==> src/rtl/wb_arbiter.sv <==
// rtl/wb_arbiter.sv - writeback arbiter: per-FU result FIFOs, oldest-first registered CDB, mispredict kill; optional same-cycle bypass under WB_BYPASS_EN
module wb_arbiter #(
  parameter int DEPTH  = 4,
  parameter int PREG_W = 7,
  parameter int TAG_W  = 5
) (
  input  logic              clk,
  input  logic              reset,
  input  logic              alu_valid,
  input  logic [PREG_W-1:0] alu_pd,
  input  logic [31:0]       alu_data,
  input  logic [TAG_W-1:0]  alu_rob_tag,
  output logic              alu_ready,
  input  logic              b_valid,
  input  logic [PREG_W-1:0] b_pd,
  input  logic [31:0]       b_data,
  input  logic [TAG_W-1:0]  b_rob_tag,
  output logic              b_ready,
  input  logic              mem_valid,
  input  logic [PREG_W-1:0] mem_pd,
  input  logic [31:0]       mem_data,
  input  logic [TAG_W-1:0]  mem_rob_tag,
  output logic              mem_ready,
  input  logic [TAG_W-1:0]  rob_head,
  input  logic              mispredict,
  input  logic [TAG_W-1:0]  mispredict_tag,
  output logic              cdb_valid,
  output logic [PREG_W-1:0] cdb_pd,
  output logic [31:0]       cdb_data,
  output logic [TAG_W-1:0]  cdb_rob_tag
);
  localparam int NSRC    = 3;
  localparam int SRC_ALU = 0;
  localparam int SRC_B   = 1;
  localparam int SRC_MEM = 2;
  localparam int IDX_W   = $clog2(DEPTH);
  localparam int CNT_W   = IDX_W + 1;
  localparam logic [CNT_W-1:0] FULL_CNT = CNT_W'(DEPTH);

  typedef struct packed {
    logic [PREG_W-1:0] pd;
    logic [31:0]       data;
    logic [TAG_W-1:0]  tag;
  } entry_t;

  // Entry 0 of each FIFO is always the head; a flush compacts survivors toward 0.
  entry_t           fifo_q   [NSRC][DEPTH];
  entry_t           fifo_d   [NSRC][DEPTH];
  logic [CNT_W-1:0] cnt_q    [NSRC];
  logic [CNT_W-1:0] cnt_d    [NSRC];
  entry_t           in_entry [NSRC];
  entry_t           cand     [NSRC];
  logic [NSRC-1:0]  in_valid;
  logic [NSRC-1:0]  ready;
  logic [NSRC-1:0]  cand_valid;
  logic [NSRC-1:0]  cand_bypass;
  logic [NSRC-1:0]  pop;
  logic [NSRC-1:0]  push;
  logic             win_any;
  logic [1:0]       win_src;
  entry_t           win_entry;

  // Distance from the ROB head; smaller means older.
  function automatic logic [TAG_W-1:0] age(input logic [TAG_W-1:0] t,
                                           input logic [TAG_W-1:0] head);
    return t - head;
  endfunction

  // Younger than the mispredicting branch; the branch itself survives.
  function automatic logic killed(input logic [TAG_W-1:0] t,
                                  input logic [TAG_W-1:0] head,
                                  input logic             mp,
                                  input logic [TAG_W-1:0] mp_tag);
    return mp && (age(t, head) > age(mp_tag, head));
  endfunction

  assign in_valid          = {mem_valid, b_valid, alu_valid};
  assign in_entry[SRC_ALU] = {alu_pd, alu_data, alu_rob_tag};
  assign in_entry[SRC_B]   = {b_pd, b_data, b_rob_tag};
  assign in_entry[SRC_MEM] = {mem_pd, mem_data, mem_rob_tag};

  for (genvar g = 0; g < NSRC; g++) begin : g_ready
    assign ready[g] = cnt_q[g] < FULL_CNT;
  end

  assign alu_ready = ready[SRC_ALU];
  assign b_ready   = ready[SRC_B];
  assign mem_ready = ready[SRC_MEM];

  // Per-source candidate: live FIFO head, or the incoming result when bypass is enabled and the FIFO is empty.
  always_comb begin
    for (int s = 0; s < NSRC; s++) begin
      cand[s]        = fifo_q[s][0];
      cand_valid[s]  = 1'b0;
      cand_bypass[s] = 1'b0;
      if (cnt_q[s] != '0) begin
        cand_valid[s] = !killed(fifo_q[s][0].tag, rob_head, mispredict, mispredict_tag);
      end
`ifdef WB_BYPASS_EN
      else if (in_valid[s]) begin
        cand[s]        = in_entry[s];
        cand_valid[s]  = !killed(in_entry[s].tag, rob_head, mispredict, mispredict_tag);
        cand_bypass[s] = 1'b1;
      end
`endif
    end
  end

  // Oldest candidate wins; scanning mem first with a strict compare gives mem > b > alu on ties.
  always_comb begin
    win_any   = 1'b0;
    win_src   = 2'(SRC_MEM);
    win_entry = cand[SRC_MEM];
    for (int s = NSRC - 1; s >= 0; s--) begin
      if (cand_valid[s] &&
          (!win_any || (age(cand[s].tag, rob_head) < age(win_entry.tag, rob_head)))) begin
        win_any   = 1'b1;
        win_src   = 2'(s);
        win_entry = cand[s];
      end
    end
  end

  // Pop the winning head; write an accepted, live result unless it already went out via bypass.
  always_comb begin
    for (int s = 0; s < NSRC; s++) begin
      pop[s]  = win_any && (win_src == 2'(s)) && !cand_bypass[s];
      push[s] = in_valid[s] && ready[s] &&
                !killed(in_entry[s].tag, rob_head, mispredict, mispredict_tag) &&
                !(win_any && (win_src == 2'(s)) && cand_bypass[s]);
    end
  end

  // Rebuild each FIFO in order: drop the popped head and killed entries, then append the push.
  always_comb begin
    logic [CNT_W-1:0] wr;
    for (int s = 0; s < NSRC; s++) begin
      for (int i = 0; i < DEPTH; i++) begin
        fifo_d[s][i] = fifo_q[s][i];
      end
      wr = '0;
      for (int i = 0; i < DEPTH; i++) begin
        if ((CNT_W'(i) < cnt_q[s]) && !(pop[s] && (i == 0)) &&
            !killed(fifo_q[s][i].tag, rob_head, mispredict, mispredict_tag)) begin
          fifo_d[s][wr[IDX_W-1:0]] = fifo_q[s][i];
          wr = wr + 1'b1;
        end
      end
      if (push[s]) begin
        fifo_d[s][wr[IDX_W-1:0]] = in_entry[s];
        wr = wr + 1'b1;
      end
      cnt_d[s] = wr;
    end
  end

  // Occupancy counts; reset empties every FIFO at once.
  always_ff @(posedge clk or negedge reset) begin
    if (!reset) begin
      for (int s = 0; s < NSRC; s++) begin
        cnt_q[s] <= '0;
      end
    end else begin
      for (int s = 0; s < NSRC; s++) begin
        cnt_q[s] <= cnt_d[s];
      end
    end
  end

  // Entry storage; contents beyond the count are don't-care, so no reset is needed.
  always_ff @(posedge clk) begin
    for (int s = 0; s < NSRC; s++) begin
      for (int i = 0; i < DEPTH; i++) begin
        fifo_q[s][i] <= fifo_d[s][i];
      end
    end
  end

  // Registered CDB; payload holds when no candidate wins.
  always_ff @(posedge clk or negedge reset) begin
    if (!reset) begin
      cdb_valid   <= 1'b0;
      cdb_pd      <= '0;
      cdb_data    <= '0;
      cdb_rob_tag <= '0;
    end else begin
      cdb_valid <= win_any;
      if (win_any) begin
        cdb_pd      <= win_entry.pd;
        cdb_data    <= win_entry.data;
        cdb_rob_tag <= win_entry.tag;
      end
    end
  end

endmodule

==> config.mk <==
export PLATFORM = sky130hd
export DESIGN_NAME = wb_arbiter
export DESIGN_NICKNAME = d
export VERILOG_FILES = /design/src/rtl/wb_arbiter.sv
export SDC_FILE = /design/constraint.sdc
export NUM_CORES = 1
export LEC_CHECK = 0
export ABC_AREA = 1
export CAP_MARGIN = 20
export CORE_MARGIN = 1
export CORE_UTILIZATION = 25
export DETAILED_ROUTE_END_ITERATION = 7
export PLACE_DENSITY = 0.38
export SLEW_MARGIN = 5
export SYNTH_ARGS = -nofsm -noshare
export SYNTH_HDL_FRONTEND = slang
export SYNTH_SLANG_ARGS = --single-unit
export TNS_END_PERCENT = 30
==> constraint.sdc <==
create_clock -name clk -period 14.59 [get_ports clk]
set_input_delay 2.1885 -clock clk [delete_from_list [all_inputs] [get_ports clk]]
set_output_delay 2.1885 -clock clk [all_outputs]
set_load 0.1 [all_outputs]
* Yosys cells after proc, flatten, opt, wreduce, memory -nomap -nowiden
Memory sizes are Yosys's and may differ from the RTL's. Index checks and enable logic that the tools add are counted.
Operators by class: eq/ne operators 2, bitwise operators 12, reduce and logical (&&, ||, !) cells 79, add/sub/neg operators 29, mux-type cells 73, $lt $le $gt $ge 56
Operators by type and width (count):
- bitwise mux 176 bit | 12
- two-way mux 176 bit | 12
- demux 44 bit (select 2 bit) | 12
- two-way mux 44 bit | 14
- subtractor 5 bit | 17
- greater-than comparator 5 bit | 15
- logical AND 1 bit | 53
- >= comparator 3 bit, second input constant | 12
- less-than comparator 3 x 1 -> 1 bit, second input constant | 12
- two-way mux 3 bit | 11
- adder 3 x 1 -> 3 bit, second input constant | 10
- NOT 2 -> 3 bit | 10
- zero test 1 bit | 20
- less-than comparator 1 x 3 -> 1 bit, first input constant | 6
- less-than comparator 2 x 3 -> 1 bit, first input constant | 6
- less-than comparator 5 bit | 2
- less-than comparator 3 bit, second input constant | 3
- two-way mux 1 bit | 9
- nonzero test 3 bit | 3
- two-way mux 2 bit | 3
- NOT 1 -> 3 bit | 2
- adder 1 x 1 -> 2 bit, second input constant | 2
- == test 2 x 1 -> 1 bit, second input constant | 1
- == test 2 bit, second input constant | 1
- other kinds (2) | 3
Word-level totals: RAM bits 528, register bits after elaboration 54, bits of input ports 148, memories 1
Memories:
- fifo_q | depth 3, bits a word 176, rd ports 3, clocked after Yosys merged registers in 0, wr ports 3, RTL line 47 | entry_t fifo_q [NSRC][DEPTH];

* Longest topological paths before layout
An unclocked memory read counts as a cell.
depth after elaboration 35, mapped depth 54, gate-level depth less buffers 50

* Worst setup path after synthesis
No wires, ideal clock.
path kind in2reg, start point in rob_head[1], end point mem fifo_q[1][126] (netlist bit), cell stages on the path 47, data required time 14.476 ns, path slack 4.420 ns, data arrival time 10.057 ns, setup time 0.114 ns, cells stage by stage inv_1 fa_1 a21oi_1 nor2_1 nor2_1 xor2_1 ha_1 inv_1 o21bai_1 inv_1 nand2_2 a21oi_4 nand2_4 nand2_1 o21ai_0 ha_1 fa_1 nor2_1 [11 not listed] buf_8 inv_1 ha_1 inv_1 nor2_2 inv_2 nand2_1 inv_1 ha_1 inv_1 o21ai_2 inv_1 ha_1 nand2_1 clkbuf_1 o21ai_0 a21oi_1 nor2_1
RTL lines:
- from (decl) | RTL line 24 | input logic [TAG_W-1:0] rob_head,
- to (decl) | RTL line 47

==> results by group <==
Yosys
  – Area fraction in compound gates after synthesis: 22.8%
  – Yosys Warn Count: 0
  – Largest family of logic cells by synthesized area: compound AO/OA/AOI/OAI gates
  – Sequential area share after synthesis: 33.4%
  – Post-synthesis adder-cell area fraction: 6.25%
  – Post-Synth Simple-Gate Area: 22.7%
  – Syn Nets: 5655
  – Most used DFF post-synth: dfxtp_1
  – Library cells used by synthesis: 50
  – Cell area after synthesis: 0.0357 sq mm
  – Asr flop ratio synth: 9.28%
  – Post-synthesis register bit count: 582
  – Synth Area per Inst: 6.68 sq um
  – Post-synth EDFFs: 0
  – Post-synthesis xor/xnor area fraction: 2.27%
  – Mux cell area share after synthesis: 0.0281%
  – Syn Inst Count: 5339

Worst setup path
  – Slowest stage cell, crit path: buf_4
  – R2r startpoint: fifo_q[1][132]$_DFF_P_
  – Critical path type: input pin to flop
  – Setup crit end kind: flop
  – Slowest stage delay, CP: 640 ps
  – Critical Path Source: rob_head[0]
  – CP Max Fanout: 59
  – Crit-path most repeated cell: inv_1
  – WP data arrival: 11960 ps
  – Crit start category: input pin
  – Critical path data required time: 15140 ps
  – R2R setup slack: 5440 ps

Cells and area
  – Nets: 5648
  – Fill cells: 15.8k
  – Share of layout cells above drive strength 1: 5.86%
  – Area grow syn2layout: 15.7%
  – Core Util, Final: 29.1%
  – Post-route cell area: 0.0413 sq mm

Job
  – Max Cap Violations: 0

Clock tree
  – Clk_lat worst skew: 680 ps
  – Clock Sinks: 582
  – Number of buffers created by CTS: 77
  – H-tree depth: 3
  – Reg clk slew, reported paths: 60 ps
  – Hold buffer count at CTS: 0
  – Cts repair resizes: 0
  – CTS tree: built
  – Longest Clk Path Bufs: 3
  – Setup bufs post-CTS: 0
  – Clock Root Buffer: clkbuf_16

STA
  – Setup TNS: 0 ps
  – Max Clock Freq: 0.0876 GHz
  – Setup violators final: 0
  – Worst Clk Skew: 26.4 ps
  – RSZ-0062 raised after global routing: false
  – Max-Slew Margin vs Limit: 20.7%
  – Fin. Hold Viols: 0
  – Worst slew pin tran: 1190 ps
  – Final Cycle Share: 78.2%
  – Slew Limit Fails: 0
  – Minimum clock period: 11410 ps

Placed design
  – Post-DP Area: 0.0388 sq mm
  – Dpl hpwl: 89.4 mm
  – Gpl congestion: 0.792
  – IO buf count: 195

Global routing
  – Global-route usage over all layers: 19.1%
  – Largest net degree at the start of global routing: 90
  – First-pass GRT wire length: 209 mm
  – Remaining Overflow, GRT: 0
  – Vias in the first global route: 32.1k
  – Initial antenna violation count: 22

Floorplanning
  – Die area: 0.144 sq mm
  – Core area: 0.142 sq mm
  – Placement row count: 138
  – Die width: 380 um
  – Die height: 380 um
  – Starting Density: 25.2%
  – I/O pin cnt: 196

Run status
  – Run status: completed

Drt
  – Vias/cell: 4.66
  – Vias: 34.0k
  – Detailed router's first-iteration violation count: 2283
  – Detailed Routing Iterations Pass 1: 6
  – Number of remaining DRC errors: 0
  – Drt wl/cell: 19.3 um
  – Drt total wl: 140 mm
  – Remaining antenna violation count: 0

Worst hold path
  – Min-Delay Path Class: flop to flop
  – Hold_sp: fifo_q[2][152]$_DFF_P_
-- cell usage after synthesis (8+ instances only) --
cell type	count	area, sq um
a21oi_1	327	1640
a41oi_1	8	70.1
buf_2	95	475
buf_4	28	210
buf_6	24	270
clkbuf_1	180	676
dfrtp_1	54	1350
dfxtp_1	528	10600
fa_1	17	340
ha_1	151	1890
inv_1	719	2700
inv_2	13	48.8
nand2_1	1057	3970
nand2_2	23	144
nand2_4	9	101
nand3_1	266	1330
nand3_2	24	240
nand4_1	39	244
nor2_1	492	1850
nor2_2	11	68.8
nor3_1	9	45.0
o211ai_1	107	803
o211ai_2	31	388
o21ai_0	827	4140
o21ai_1	159	796
xnor2_1	28	245
xor2_1	59	517
-- path summary, 6_finish.rpt --
check                                            to  depth (start not counted)
hold reg to reg            cdb_data[15]$_DFFE_PN0P_                          2
hold / removal             cdb_data[15]$_DFFE_PN0P_                          2
setup / recovery             fifo_q[1][104]$_DFF_P_                         51
setup reg to reg             fifo_q[1][104]$_DFF_P_                         49
min in group asynchronous  cdb_data[15]$_DFFE_PN0P_                          1
max in group asynchronous  cdb_data[25]$_DFFE_PN0P_                          2
-- placed cells by master (no fill, tap or decap), drive strengths merged, types with 9 or more instances in the layout --
| cell | Yosys | layout |
|---|---|---|
| nand2 | 1090 | 1090 |
| o21ai | 989 | 989 |
| inv | 732 | 735 |
| dfxtp | 528 | 528 |
| nor2 | 505 | 505 |
| a21oi | 336 | 336 |
| nand3 | 292 | 292 |
| clkdlybuf4s50 | 0 | 192 |
| ha | 151 | 151 |
| o211ai | 138 | 138 |
| clkbuf | 180 | 125 |
| xor2 | 61 | 61 |
| buf | 155 | 57 |
| dfrtp | 54 | 54 |
| nand4 | 39 | 39 |
| xnor2 | 29 | 29 |
| fa | 17 | 17 |
| nor3 | 9 | 9 |
| clkinv | 1 | 9 |
-- layout make-up --
cell class	count	area, sq um	area share [%]
diodes	6	15.0	0.0364
clock buffers	125	2320	5.62
clock inverters	14	156	0.379
inverters	733	2750	6.67
multi-input cells	3689	19400	47.0
flip-flops and latches	582	11900	28.9
well taps	1890	2360	5.73
repair buffers	249	2360	5.72
-- metal layers --
layer / vias to the layer above / routed length, um / GRT usage (%)
li1: 17279 / - / -
met1: 15856 / 68200 / 26.4
met2: 680 / 62000 / 30.3
met3: 158 / 6810 / 3.25
met4: 14 / 3390 / 5.13
met5: - / 80 / 0
-- stage by stage --
step / std cells / hold slack (ps) / setup slack, ps
after global placement: 7143 / 457 / 2590
after CTS: 7282 / 471 / 3140
after global routing: 7282 / 501 / 2380
after floorplan: 5339 / 438 / 4420
final: 7288 / 465 / 3180
after detailed placement: 7143 / 457 / 2430
-- worst max-delay path, delay by kind of cell --
| family | cells | cell delay (ps) |
|---|---|---|
| AO/OA/AOI/OAI | 10 | 1490 |
| XOR/XNOR | 3 | 670 |
| adder cells (fa/ha/maj) | 9 | 2750 |
| buffers and inverters | 13 | 2330 |
| AND/OR/NAND/NOR | 16 | 2470 |
-- state kept, by name, summed over array words and instances (netlist names) --
name         count
cdb_valid        1
cdb_rob_tag      5
fifo_q         528
cdb_pd           7
cdb_data        32
cnt_q            9
-- logic make-up (layout without fill, tap and decap cells) --
| kind of cell | Yosys count | count (layout) |
|---|---|---|
| xor+xnor | 90 | 90 |
| compound gates | 1491 | 1491 |
| mux | 1 | 1 |
| fa+ha+maj | 168 | 168 |
| buf+inv | 1068 | 1121 |
| simple gates | 1939 | 1939 |
| other cells | 0 | 6 |
| flops | 582 | 582 |
Power is not shown: default switching activity piles up to over one toggle a cycle in this logic, so the estimate is an artifact.
